## config.mk

```make
export PLATFORM = sky130hd
export DESIGN_NAME = icache
export DESIGN_NICKNAME = d
export VERILOG_FILES = /design/src/rtl/icache.sv
export SDC_FILE = /design/constraint.sdc
export NUM_CORES = 1
export LEC_CHECK = 0
export CAP_MARGIN = 20
export CORE_MARGIN = 1.5
export CORE_UTILIZATION = 55
export CTS_CLUSTER_SIZE = 25
export DETAILED_ROUTE_END_ITERATION = 10
export MAX_ROUTING_LAYER = met4
export PLACE_DENSITY = 0.83
export SLEW_MARGIN = 0
export SYNTH_ARGS = -nofsm -noshare
export SYNTH_HDL_FRONTEND = slang
export SYNTH_SLANG_ARGS = --single-unit
```

## constraint.sdc

```tcl
create_clock -name CLK -period 4.7 [get_ports CLK]
set_input_delay 1.175 -clock CLK [delete_from_list [all_inputs] [get_ports CLK]]
set_output_delay 1.175 -clock CLK [all_outputs]
set_load 0.03 [all_outputs]
```

## src/rtl/icache.sv

```systemverilog
// Direct-mapped instruction cache: 16 one-word frames, blocking fill from memory control.
// Hits are combinational in IDLE; a miss parks the FSM in FILL until iwait drops.
module icache (
    input  logic        CLK,
    input  logic        nRST,
    input  logic        imemREN,
    input  logic [31:0] imemaddr,
    output logic        ihit,
    output logic [31:0] imemload,
    output logic        iREN,
    output logic [31:0] iaddr,
    input  logic        iwait,
    input  logic [31:0] iload
);

    typedef enum logic {IDLE, FILL} state_t;

    state_t      state, next_state;
    logic [15:0] valid;
    logic [25:0] tags [16];
    logic [31:0] data [16];
    logic [31:0] miss_addr;

    logic [25:0] req_tag;
    logic [3:0]  req_idx;
    logic [25:0] miss_tag;
    logic [3:0]  miss_idx;
    logic        latch_miss;
    logic        fill_en;

    assign req_tag  = imemaddr[31:6];
    assign req_idx  = imemaddr[5:2];
    assign miss_tag = miss_addr[31:6];
    assign miss_idx = miss_addr[5:2];

    always_comb begin
        next_state = state;
        ihit       = 1'b0;
        imemload   = 32'h0;
        iREN       = 1'b0;
        iaddr      = 32'h0;
        latch_miss = 1'b0;
        fill_en    = 1'b0;
        case (state)
            IDLE: begin
                if (imemREN) begin
                    if (valid[req_idx] && (tags[req_idx] == req_tag)) begin
                        ihit     = 1'b1;
                        imemload = data[req_idx];
                    end else begin
                        latch_miss = 1'b1;
                        next_state = FILL;
                    end
                end
            end
            FILL: begin
                // Fill data is written on this edge but never forwarded to imemload.
                iREN  = 1'b1;
                iaddr = miss_addr;
                if (!iwait) begin
                    fill_en    = 1'b1;
                    next_state = IDLE;
                end
            end
            default: next_state = IDLE;
        endcase
    end

    always_ff @(posedge CLK or negedge nRST) begin
        if (!nRST) begin
            state     <= IDLE;
            miss_addr <= 32'h0;
        end else begin
            state <= next_state;
            if (latch_miss)
                miss_addr <= {imemaddr[31:2], 2'b00};
        end
    end

    // Frames are never dirty, so a conflicting fill simply overwrites.
    always_ff @(posedge CLK or negedge nRST) begin
        if (!nRST) begin
            valid <= 16'h0;
            for (int i = 0; i < 16; i++) begin
                tags[i] <= 26'h0;
                data[i] <= 32'h0;
            end
        end else if (fill_en) begin
            valid[miss_idx] <= 1'b1;
            tags[miss_idx]  <= miss_tag;
            data[miss_idx]  <= iload;
        end
    end

endmodule
```

======== After elaboration in Yosys (flattened, before gate mapping) ========
Index checks and enable logic that the tools add are counted.
cells by class
  reductions and logical operators ........ 3
  muxes and demuxes ....................... 31
  bitwise logic cells ..................... 4
  equality and inequality tests ........... 1
  order comparisons ....................... 6
operator list
  operator              count
  $bwmux W512           1
  $bwmux W416           1
  $mux W32              7
  $bmux W32 S4          1
  $demux W32 S4         1
  $bmux W26 S4          1
  $demux W26 S4         1
  $mux W26              3
  $eq A26 B26 Y1        1
  $or A16 B16 Y16       1
  $mux W1               12
  $ge A5 B5 Y1 const B  2
  $lt A4 B5 Y1 const B  2
  $not A4 Y5            2
  $lt A5 B1 Y1 const B  1
  $bmux W1 S4           1
  $demux W1 S4          1
  $ge A4 B1 Y1 const B  1
  $logic_and A1 B1 Y1   3
  $pmux W1 S2           1
  $not A1 Y1            1
word-level totals
  output and inout port bits .............. 66
  logic and storage cells ................. 80
  register bits ........................... 975
  input bits .............................. 68

======== Depth between registers and ports, before layout ========
  word-level depth ........................ 9
  depth in mapped cells ................... 13
  depth with buffers taken out ............ 8

======== Worst setup path after synthesis ========
No wires, ideal clock.
  path kind ............................... input -> output
  from .................................... input imemaddr[3]
  to ...................................... output imemload[10]
  path buffers ............................ 4
  path slack .............................. -0.419 ns
  arrival ................................. 3.944 ns
  stages on the path ...................... 12
  required time ........................... 3.525 ns
  path through ............................ buf_2 -> buf_2 -> clkbuf_1 -> mux4_2 -> a22oi_1 -> nand3_1 -> xnor2_1 -> nand4_1 -> nor4b_4 -> nand3_1 -> buf_2 -> nor2b_1
between the ends
  word-level cells in the longest chain between the ends .. 9
  elaborated cells on any way between the ends .. 14
  classes of those cells .................. 1 x eq/ne; 11 x mux; 1 x bitwise; 1 x reduce/logical
RTL lines
  item                                          RTL line  source
  start: declaration                            7         input logic [31:0] imemaddr,
  $not A4 Y5 (implied by the code)              47, 49
  $bmux W26 S4                                  47        if (valid[req_idx] && (tags[req_idx] == req_tag)) begin
  $mux W26 (implied by the code) (2 in series)  47
  $eq A26 B26 Y1                                47
  $logic_and A1 B1 Y1                           47
  $mux W32 *                                    47
  $mux W32 *                                    46        if (imemREN) begin
  $mux W32 *                                    44        case (state)
  end: declaration                              9         output logic [31:0] imemload,
Mark *: on every way between the ends. The rest lies on a longest branch, timed or not. The select of a mux whose other input is x is not followed.

======== Worst setup path after layout ========
  from .................................... input imemaddr[2]
  to ...................................... output imemload[6]
Same word-level chain as after synthesis.

==> summary.txt <==
Cells and area
  • # fillers: slightly above 5000
  • P&R area growth vs syn: 18.3%
  • Fin nets: 2983
  • Fin area: around 52000 sq um
  • Share of layout cells above drive strength 1: 55.5%

Synth
  • Ys async rst share: 100%
  • Syn Inst Count: 2739
  • Yosys top cell by area: dfrtp_1
  • Top-area cell type share of the netlist area: between 50% and 60%
  • Synth Warn #: 0
  • Synth top area cells: dfrtp_1 55%, mux2_2 24%, mux4_2 13%
  • Synth Register Bits: 975
  • Cell area after synthesis: between 40000 and 50000 sq um
  • Syn avg cell area: 16.1 sq um
  • Sequential-to-total area share from yosys stat: 55.3%
  • Top FF cell, synth: dfrtp_1
  • Post-synth EDFFs: 0
  • Post-synth cell types: 46

STA
  • Fin. max-slew vios: 0
  • Worst-Margin Slew: 1.18 ns
  • Final setup viols: 33
  • Worst setup margin: -0.521 ns
  • Hold WS: 0.481 ns
  • Final Hold Fails: 0
  • Fin crit period: 5.22 ns
  • Rel. slew slack: between 20% and 30%
  • Crit share post-route: 111%
  • Fmax: 192 MHz
  • RSZ-0062 raised after global routing: yes
  • Fin Clk Skew: 0.0269 ns

Detailed routing
  • DR vias/cell: between 6 and 7
  • Via count: 25500
  • DRC: 0
  • Post-DRT Antenna Nets: 0
  • Wirelength per Cell: 27.3 um
  • Initial drt markers: 1842
  • WL final: 111000 um
  • Pre-antenna DRT Iters: 6

Die
  • Die area: 81900 sq um
  • # IOs: 134
  • Initial core utilization: 55.7%
  • Core area: 79300 sq um
  • Die width: 286 um
  • Std cell rows: between 100 and 150
  • Vert. Die Dim: 286 um

Placement
  • RD Place Congestion: 0.836
  • Detailed Place HPWL: roughly 65000 um
  • Placed cell area: 47900 sq um
  • Port bufs: between 100 and 150

Setup path
  • Slowest stage cell on the critical path: mux4_2
  • Cell mode on critical path: buf_12
  • Family with the most delay on the worst path: buffers and inverters
  • CP Buf/Inv Count: 7
  • Worst EP required: 3.52 ns
  • Worst Setup End Kind: output port
  • Critical path type: input port to output port
  • CP Cell Sequence: buf_16 > buf_12 > buf_12 > mux4_2 > mux2i_1 > xor2_1 > a21oi_2 > nor4_2 > buf_4 > and4_4 > nand3_4 > buf_12 > buf_16 > nor2b_4 > buf_12
  • Reg2reg end: data[61]
  • Critical R2R Launch: state
  • CP Launch Type: input port
  • Worst Path Max Fanout: 6
  • Worst path max stage delay: 0.49 ns
  • Worst r2r path cells: 6
  • Critical path arrival: 4.05 ns
  • Flop-to-flop setup slack: 1.36 ns

Pwr
  • Pwr Density: about 570 nW/um^2
  • Leakage: 0.0236 uW
  • Max VDD drop: 380 uV

Min path
  • HP Start: valid[9]
  • Hold Path Cell Cnt: 1
  • Hold EP: valid[9]
  • Hold crit path type: register to register

GRT
  • Vias in the first global route: 28400
  • Largest net degree at the start of global routing: 109
  • Grt ovf: 0
  • Initial antenna violation count: 9
  • Total global routing track utilization: between 20 and 30%
  • Global-route wire length before repair: 173000 um

Clock network
  • Clock transition at the registers of the reported paths: roughly 0.060 ns
  • Max Root-Sink Buffers: 3
  • CTS sink cnt: 975
  • Root buffer cell: clkbuf_16
  • CTS buffer count: between 90 and 100
  • Hold buffer count at CTS: 0
  • H-tree levels: 3
  • Worst-skew pair later-pin latency: between 0.6 and 0.7 ns
  • CTS tree: built

Run status
  • Status: finished, violations left
  • Failing checks: negative setup slack

Flow run
  • Max-cap check violation count: 0
## how the worst max path moves through the flow
stage               slack [ns]      endpoint         from  cells past startpoint
finish                   -0.52   imemload[6]  imemaddr[2]                     15
global route             -0.60   imemload[6]  imemaddr[2]                     14
CTS                      -0.52  imemload[11]  imemaddr[2]                     13
detailed placement       -0.63   imemload[1]  imemaddr[2]                     13
global placement         -0.61   imemload[0]  imemaddr[2]                     13
floorplan                -0.06  imemload[10]  imemaddr[2]                     10
## where the power goes
group          internal, uW  switching (uW)
clock                  4980            3350
sequential            11900            2090
combinational          4730            2520
total                 21600            7950
## layout by cell type (no fill, tap or decap), drive strengths merged, types with 11 or more instances in the layout
cell,n
bufinv,12
mux2,963
clkbuf,142
clkdlybuf4s50,91
xor2,12
buf,221
nor2b,49
nand2,25
nand3,14
nand2b,18
xnor2,11
mux2i,47
dfrtp,975
a22oi,24
mux4,254
and2,33
clkinv,25
## layout make-up
cell class,instances,area [sq um],area share [%]
Antenna cell,7,17.5,0.0336
Tap cell,1050,1310,2.52
Multi-Input combinational cell,1520,19200,36.8
Inverter,4,23.8,0.0456
Clock inverter,41,602,1.15
Clock buffer,141,2910,5.57
Timing Repair Buffer,315,3720,7.12
Sequential cell,975,24400,46.8
## sequential cells by signal, indices dropped and copies added (netlist names)
register,count
miss_addr,30
valid,16
tags,416
data,512
state,1
## timing repair
action / CTS / global route
hold endpoints to repair: 0 / 0
setup buffers: 11 / 13
cloned: 7 / 1
pin swaps: 10 / 9
resized for setup: 54 / 16
endpoints found under the setup margin: 33 / 33
## worst register-to-register path, cell delays in order (launching register included)
cell     delay, ns
dfrtp_2       1.01
nor2b_1       0.31
nand2_1       0.08
nor2_1        0.49
and3_4        0.62
buf_12        0.32
mux2_2        0.39
## routing by layer
metal	track usage (%)	wire (um)	vias to the layer above
li1	-	-	10600
met1	36.2	44000	13900
met2	46.6	56600	818
met3	5.33	6430	274
met4	9.81	3830	0
met5	-	0	-
## synth_stat cells (4+ instances only)
| cell | count |
|---|---|
| dfrtp_1 | 975 |
| buf_4 | 8 |
| clkbuf_1 | 121 |
| xnor2_1 | 11 |
| buf_2 | 36 |
| a22o_1 | 4 |
| nor2b_1 | 49 |
| a22oi_1 | 24 |
| and3_1 | 4 |
| nand3_1 | 14 |
| nand2_1 | 25 |
| mux2_1 | 29 |
| nor4_1 | 5 |
| or2_2 | 7 |
| and2_1 | 33 |
| nor2_1 | 8 |
| xor2_1 | 12 |
| a21oi_1 | 8 |
| mux2_2 | 934 |
| o21ai_0 | 4 |
| mux2i_1 | 47 |
| buf_1 | 69 |
| nand2b_1 | 18 |
| mux4_2 | 254 |
| buf_6 | 7 |
## through the flow
step / utilization [%] / std cells / TNS (ns) / setup slack (ns) / power (uW)
after floorplan: - / 2740 / -1.73 / -0.0603 / 18800
after global routing: 65.8 / 4053 / -19.03 / -0.598 / 30900
final: 65.8 / 4053 / -16.32 / -0.521 / 29600
after CTS: 65.6 / 4033 / -14.32 / -0.522 / 29600
after global placement: 60.5 / 3833 / -18.87 / -0.606 / 20300
after detailed placement: 60.5 / 3833 / -19.70 / -0.634 / 21100
## kinds of logic after synthesis
group / synth area share, %
compound gates: 0.964
xor+xnor: 0.456
buf+inv: 2.37
flops: 55.3
mux: 38.6
other cells: 0.00850
simple gates: 2.31
No activity file was read; power rests on OpenSTA's default activity.
